File: src/rtl/knights_pkg.sv
// rtl/knights_pkg.sv - shared response codes, arbiter state and source types
package knights_pkg;

    localparam logic [7:0] RESP_DONE = 8'hA5;
    localparam logic [7:0] RESP_MOVE = 8'h5A;
    localparam logic [7:0] RESP_TMO  = 8'hEE;

    typedef enum logic [1:0] {IDLE, ISSUE, WAIT_DONE, RESP} arb_state_t;
    typedef enum logic {SRC_UART, SRC_TOUR} src_t;

    function automatic logic [5:0] sat_inc6(input logic [5:0] v);
        return (v == 6'd63) ? v : v + 6'd1;
    endfunction

endpackage

File: src/rtl/rr_pick2.sv
// rtl/rr_pick2.sv - two-way round-robin picker with a UART-side request mask
module rr_pick2
    import knights_pkg::*;
(
    input  logic uart_req_i,
    input  logic tour_req_i,
    input  logic mask_i,
    input  logic last_owner_i,
    output logic valid_o,
    output logic winner_o
);

    logic uart_cand;

    always_comb begin
        uart_cand = uart_req_i & ~mask_i;
        valid_o   = uart_cand | tour_req_i;
        // On a tie the source that did not own the port last time wins.
        if (uart_cand && tour_req_i) begin
            winner_o = (last_owner_i == SRC_UART) ? SRC_TOUR : SRC_UART;
        end else begin
            winner_o = tour_req_i;
        end
    end

endmodule

File: src/rtl/cmd_arbiter.sv
// rtl/cmd_arbiter.sv - shares the cmd_proc port between UART and tour sources
module cmd_arbiter
    import knights_pkg::*;
#(
    parameter logic [23:0] DONE_TMO = 24'd10_000_000
) (
    input  logic        clk,
    input  logic        rst,
    input  logic [15:0] uart_cmd,
    input  logic        uart_rdy,
    output logic        uart_clr,
    input  logic [15:0] tour_cmd,
    input  logic        tour_rdy,
    input  logic        tour_last,
    input  logic        tour_lock,
    output logic        tour_clr,
    output logic [15:0] cmd,
    output logic        cmd_rdy,
    input  logic        clr_cmd_rdy,
    input  logic        send_resp,
    output logic [7:0]  resp,
    output logic        resp_trmt,
    output logic [5:0]  tour_cnt,
    output logic        tmo_err
);

    arb_state_t  state_q, state_d;
    logic [15:0] cmd_q, cmd_d;
    logic        cmd_rdy_q, cmd_rdy_d;
    logic        uart_clr_q, uart_clr_d;
    logic        tour_clr_q, tour_clr_d;
    src_t        owner_q, owner_d;
    logic        owner_last_q, owner_last_d;
    src_t        last_owner_q, last_owner_d;
    logic [7:0]  resp_q, resp_d;
    logic        resp_trmt_q, resp_trmt_d;
    logic [5:0]  tour_cnt_q, tour_cnt_d;
    logic        tmo_err_q, tmo_err_d;
    logic [23:0] wd_q, wd_d;
    logic        lock_q;

    logic        pick_valid;
    logic        pick_winner;
    logic        lock_rise;
    logic        wd_hit;

    rr_pick2 u_pick (
        .uart_req_i   (uart_rdy),
        .tour_req_i   (tour_rdy),
        .mask_i       (tour_lock),
        .last_owner_i (last_owner_q),
        .valid_o      (pick_valid),
        .winner_o     (pick_winner)
    );

    assign lock_rise = tour_lock & ~lock_q;
    assign wd_hit    = (wd_q == DONE_TMO - 24'd1);

    always_comb begin
        state_d      = state_q;
        cmd_d        = cmd_q;
        cmd_rdy_d    = cmd_rdy_q;
        uart_clr_d   = 1'b0;
        tour_clr_d   = 1'b0;
        owner_d      = owner_q;
        owner_last_d = owner_last_q;
        last_owner_d = last_owner_q;
        resp_d       = resp_q;
        resp_trmt_d  = 1'b0;
        tour_cnt_d   = tour_cnt_q;
        tmo_err_d    = tmo_err_q;
        wd_d         = wd_q;

        case (state_q)
            IDLE: begin
                if (pick_valid) begin
                    owner_d   = src_t'(pick_winner);
                    cmd_rdy_d = 1'b1;
                    wd_d      = 24'd0;
                    state_d   = ISSUE;
                    if (src_t'(pick_winner) == SRC_TOUR) begin
                        cmd_d        = tour_cmd;
                        owner_last_d = tour_last;
                        tour_clr_d   = 1'b1;
                    end else begin
                        cmd_d        = uart_cmd;
                        owner_last_d = 1'b0;
                        uart_clr_d   = 1'b1;
                    end
                end
            end
            ISSUE: begin
                wd_d = wd_q + 24'd1;
                // A stalled consumer is abandoned even if it never took the command.
                if (wd_hit) begin
                    cmd_rdy_d   = 1'b0;
                    resp_d      = RESP_TMO;
                    tmo_err_d   = 1'b1;
                    resp_trmt_d = 1'b1;
                    state_d     = RESP;
                end else if (clr_cmd_rdy) begin
                    cmd_rdy_d = 1'b0;
                    state_d   = WAIT_DONE;
                end
            end
            WAIT_DONE: begin
                wd_d = wd_q + 24'd1;
                if (send_resp) begin
                    resp_d      = (owner_q == SRC_UART || owner_last_q) ? RESP_DONE : RESP_MOVE;
                    resp_trmt_d = 1'b1;
                    state_d     = RESP;
                    if (owner_q == SRC_TOUR) begin
                        tour_cnt_d = sat_inc6(tour_cnt_q);
                    end
                end else if (wd_hit) begin
                    resp_d      = RESP_TMO;
                    tmo_err_d   = 1'b1;
                    resp_trmt_d = 1'b1;
                    state_d     = RESP;
                end
            end
            RESP: begin
                last_owner_d = owner_q;
                state_d      = IDLE;
            end
            default: state_d = IDLE;
        endcase

        // A new tour starts with a clean count and error flag.
        if (lock_rise) begin
            tour_cnt_d = 6'd0;
            tmo_err_d  = 1'b0;
        end
    end

    always_ff @(posedge clk) begin
        if (rst) begin
            state_q      <= IDLE;
            cmd_q        <= 16'd0;
            cmd_rdy_q    <= 1'b0;
            uart_clr_q   <= 1'b0;
            tour_clr_q   <= 1'b0;
            owner_q      <= SRC_UART;
            owner_last_q <= 1'b0;
            last_owner_q <= SRC_UART;
            resp_q       <= 8'd0;
            resp_trmt_q  <= 1'b0;
            tour_cnt_q   <= 6'd0;
            tmo_err_q    <= 1'b0;
            wd_q         <= 24'd0;
            lock_q       <= 1'b0;
        end else begin
            state_q      <= state_d;
            cmd_q        <= cmd_d;
            cmd_rdy_q    <= cmd_rdy_d;
            uart_clr_q   <= uart_clr_d;
            tour_clr_q   <= tour_clr_d;
            owner_q      <= owner_d;
            owner_last_q <= owner_last_d;
            last_owner_q <= last_owner_d;
            resp_q       <= resp_d;
            resp_trmt_q  <= resp_trmt_d;
            tour_cnt_q   <= tour_cnt_d;
            tmo_err_q    <= tmo_err_d;
            wd_q         <= wd_d;
            lock_q       <= tour_lock;
        end
    end

    assign cmd       = cmd_q;
    assign cmd_rdy   = cmd_rdy_q;
    assign uart_clr  = uart_clr_q;
    assign tour_clr  = tour_clr_q;
    assign resp      = resp_q;
    assign resp_trmt = resp_trmt_q;
    assign tour_cnt  = tour_cnt_q;
    assign tmo_err   = tmo_err_q;

endmodule

File: config.mk
export PLATFORM = sky130hd
export DESIGN_NAME = cmd_arbiter
export DESIGN_NICKNAME = d
export VERILOG_FILES = /design/src/rtl/knights_pkg.sv /design/src/rtl/rr_pick2.sv /design/src/rtl/cmd_arbiter.sv
export SDC_FILE = /design/constraint.sdc
export NUM_CORES = 1
export LEC_CHECK = 0
export CORE_AREA = 4 4 88 90
export CTS_BUF_LIST = sky130_fd_sc_hd__clkbuf_16
export DETAILED_ROUTE_END_ITERATION = 6
export DIE_AREA = 0 0 92 94
export PLACE_DENSITY = 0.83
export REMOVE_ABC_BUFFERS = 1
export SYNTH_ARGS = -nofsm -noshare
export SYNTH_HDL_FRONTEND = slang
export SYNTH_SLANG_ARGS = --single-unit
File: constraint.sdc
create_clock -name clk -period 1.95 [get_ports clk]
set_clock_uncertainty 0.15 [all_clocks]
set_input_delay 0.195 -clock clk [delete_from_list [all_inputs] [get_ports clk]]
set_output_delay 0.195 -clock clk [all_outputs]
set_load 0.01 [all_outputs]
==> impl_metrics.csv <==
group,metric,value,unit
global_routing,grt_pass1_vias,2874,
timing,setup_viol,4,
timing,hold_violations,0,
timing,max_freq,491,MHz
clock_tree,cts_hold_buf,0,
timing,rsz0062_at_grt,"yes",
synthesis,ys_warn_count,0,
placement,port_buffers,74,
detailed_routing,routed_wirelength,9240,um
timing,tightest_slew,592,ps
clock_tree,clk_path_buf_depth,2,
final_layout,synthToLayoutAreaGrowth,54.9,%
placement,dp_hpwl,5670,um
global_routing,grt_max_degree,30,
clock_tree,clockRootBuffer,"clkbuf_16",
detailed_routing,drt-pass1-iter-count,5,
setup_path,critical-path-max-stage-delay,440,ps
timing,setup_slack,-85.9,ps
detailed_routing,wl_per_cell,17.1,um
floorplanning,fp.dieH,94,um
synthesis,synth_edf_count,0,
synthesis,synthFlopType,"dfxtp_1",
setup_path,crit_path_cell_trace,"inv_2, ha_4, or2_4, o2111ai_4, buf_2, o31ai_1, a21oi_2",
final_layout,antenna_cells,0,
power_and_ir_drop,p_per_area,1030,mW/mm2
final_layout,multiInputGateArea,0.00176,mm2
power_and_ir_drop,p_leak,0.00180,uW
flow_run,drv_cap,0,
floorplanning,initial_core_util,42.5,%
timing,period_share,104,%
detailed_routing,dr.max_layer_used,"met4",
floorplanning,row_count,31,
final_layout,seqCellArea,0.00131,mm2
synthesis,syn_area,0.00300,mm2
synthesis,synth_cell_types,53,
outcome,outcome,"finished, violations left",
clock_tree,clk_pin_slew_worst_paths,50,ps
detailed_routing,ant_nets,0,
final_layout,n_fill_cell,542,
synthesis,synth-seq-cells,65,
min_path,hp-class,"register to register",
synthesis,netlist_instances,325,
setup_path,critPathMaxFanout,10,
detailed_routing,met2_length,4650,um
synthesis,async_reset_ff_share,0,%
timing,slew_viol_final,0,
floorplanning,dieArea,0.00865,mm2
clock_tree,cts_tree,"yes",
placement,dpl_worst_slack,-177,ps
final_layout,fin_util,65.8,%
global_routing,grt_pass1_wl,13200,um
final_layout,drive_gt1_share,22.9,%
floorplanning,die_w,92,um
detailed_routing,m1WireLength,3520,um
detailed_routing,drc,0,
power_and_ir_drop,peakVddDrop,0.611,mV
clock_tree,cts_max_level,3,
clock_tree,worstSkewPairLatency,330,ps
detailed_routing,dr_total_vias,3105,
floorplanning,core,0.00706,mm2
detailed_routing,wl_met3,687,um
placement,gp_congestion,0.893,
final_layout,nNetsFinal,483,
timing,period_needed,2040,ps
setup_path,start_kind,"register",
clock_tree,cts-buffers-inserted,9,
outcome,violations,"negative setup slack",
synthesis,seq_area_frac_synth,43.4,%
setup_path,cp_slowest_cell,"o31ai_1",
setup_path,cp-end-kind,"register",
timing,whs,299,ps
setup_path,path_class,"register to register",
global_routing,grt_use_total,19.3,%
clock_tree,clock-sinks,65,
detailed_routing,drt_iter0_drc,291,
synthesis,syn_avg_cell_area,9.23,um2
timing,tns,-151,ps
global_routing,grt_overflow,0,
setup_path,cp.arrival,2090,ps
detailed_routing,via_per_inst,5.75,
timing,relSlewSlack,60.2,%
global_routing,grt_antenna_before_repair,0,
floorplanning,io_pins,75,
setup_path,cp.required,2000,ps
## layout by cell type, fill, tap and decap left out, types with 10 or more instances in the layout
cell type,n
a21o_1,18
a21oi_1,13
a21oi_2,11
a22o_1,17
buf_4,35
clkdlybuf4s50_1,74
dfxtp_1,61
inv_1,10
nand2_1,17
nand3_1,12
nor2_1,15
o21ai_0,13
o31ai_1,13
## synth_stat cells, types with 2 or more instances
master,instances,share of area (%)
a21o_1,18,4.5
a21oi_1,23,3.8
a22o_1,17,5.0
and2_1,6,1.3
and3_1,4,0.83
and4_1,4,1.2
buf_2,7,1.2
buf_4,2,0.50
clkbuf_1,6,0.75
dfxtp_1,65,43
ha_1,7,2.9
inv_1,10,1.3
mux2i_1,4,1.3
nand2_1,17,2.1
nand2b_1,3,0.63
nand3_1,12,2.0
nand3b_1,3,0.75
nand4_1,5,1.0
nor2_1,16,2.0
nor2b_1,2,0.42
nor3_1,3,0.50
nor4bb_1,2,0.67
o2111ai_1,5,1.5
o211ai_1,4,1.0
o21ai_0,13,2.2
o31a_1,4,1.2
o31ai_1,14,3.5
or3_1,6,1.3
or4_1,13,3.3
xor2_1,7,2.0
## per-layer routing
metal  vias to the layer above  global-route usage, %
met1                      1458                   21.6
met2                       154                   32.8
li1                       1456                      -
met4                         0                   10.3
met5                         -                      0
met3                        37                   5.85
## critical path: cells and delay by family (launching register included)
| kind | cells | cell delay (ps) |
|---|---|---|
| buf+inv | 2 | 290 |
| flops | 1 | 330 |
| fa+ha+maj | 1 | 260 |
| compound gates | 3 | 720 |
| simple gates | 1 | 150 |
## cell families (layout without fill, tap and decap cells)
family | count (synthesis) | count (layout) | synth area share, %
adders and majority gates | 7 | 7 | 2.92
and+or+nand+nor | 102 | 102 | 19.6
muxes | 4 | 4 | 1.34
DFF | 65 | 65 | 43.4
xor gates and xnor gates | 8 | 8 | 2.34
buffers and inverters | 28 | 144 | 4.09
AOI/OAI and AO/OA | 111 | 111 | 26.3
## worst paths after layout
kind,startpoint,to,slack [ps],depth (start not counted)
worst max-delay path,state_q[0],wd_q[21],-90,7
worst min-delay path,cmd[8],cmd[8],300,1
worst max register to register,state_q[0],wd_q[21],-90,7
worst min register to register,cmd[8],cmd[8],300,1
## flip-flops by register name, summed over array words and instances, names as in the netlist, 2 cells and up
signal,flops
cmd,16
state_q,2
wd_q,24
resp,8
tour_cnt,6
## per-stage QoR
stage / instance area (um2) / std cells / power (uW)
2_1_floorplan: 2920 / 308 / 2260
3_3_place_gp: 4090 / 515 / 2960
3_5_place_dp: 4090 / 515 / 3000
4_1_cts: 4470 / 536 / 4640
5_1_grt: 4650 / 540 / 5000
6_report: 4650 / 540 / 4780
## area by class of cell
| class | instances | area share, % |
|---|---|---|
| sequential | 65 | 28.1 |
| multi-input combinational | 232 | 38.0 |
| tap | 99 | 2.67 |
| timing repair buffer | 117 | 24.2 |
| inverter | 11 | 0.889 |
| clock inverter | 7 | 1.37 |
| clock buffer | 9 | 4.85 |
## report_power, final
part	leakage [uW]	internal (uW)	switching [uW]	total, uW
registers	0.000530	1500	98.9	1590
clock network	0.000148	976	583	1560
logic	0.00112	824	800	1620
total	0.00180	3300	1480	4780
## timing repair
action | CTS | global route
setup buffers | 3 | 3
gates cloned | 2 | 1
endpoints found under the setup margin | 15 | 27
gates resized for setup | 12 | 40
pin swaps | 2 | 23
Note: power is estimated with default switching activity, not from simulation.
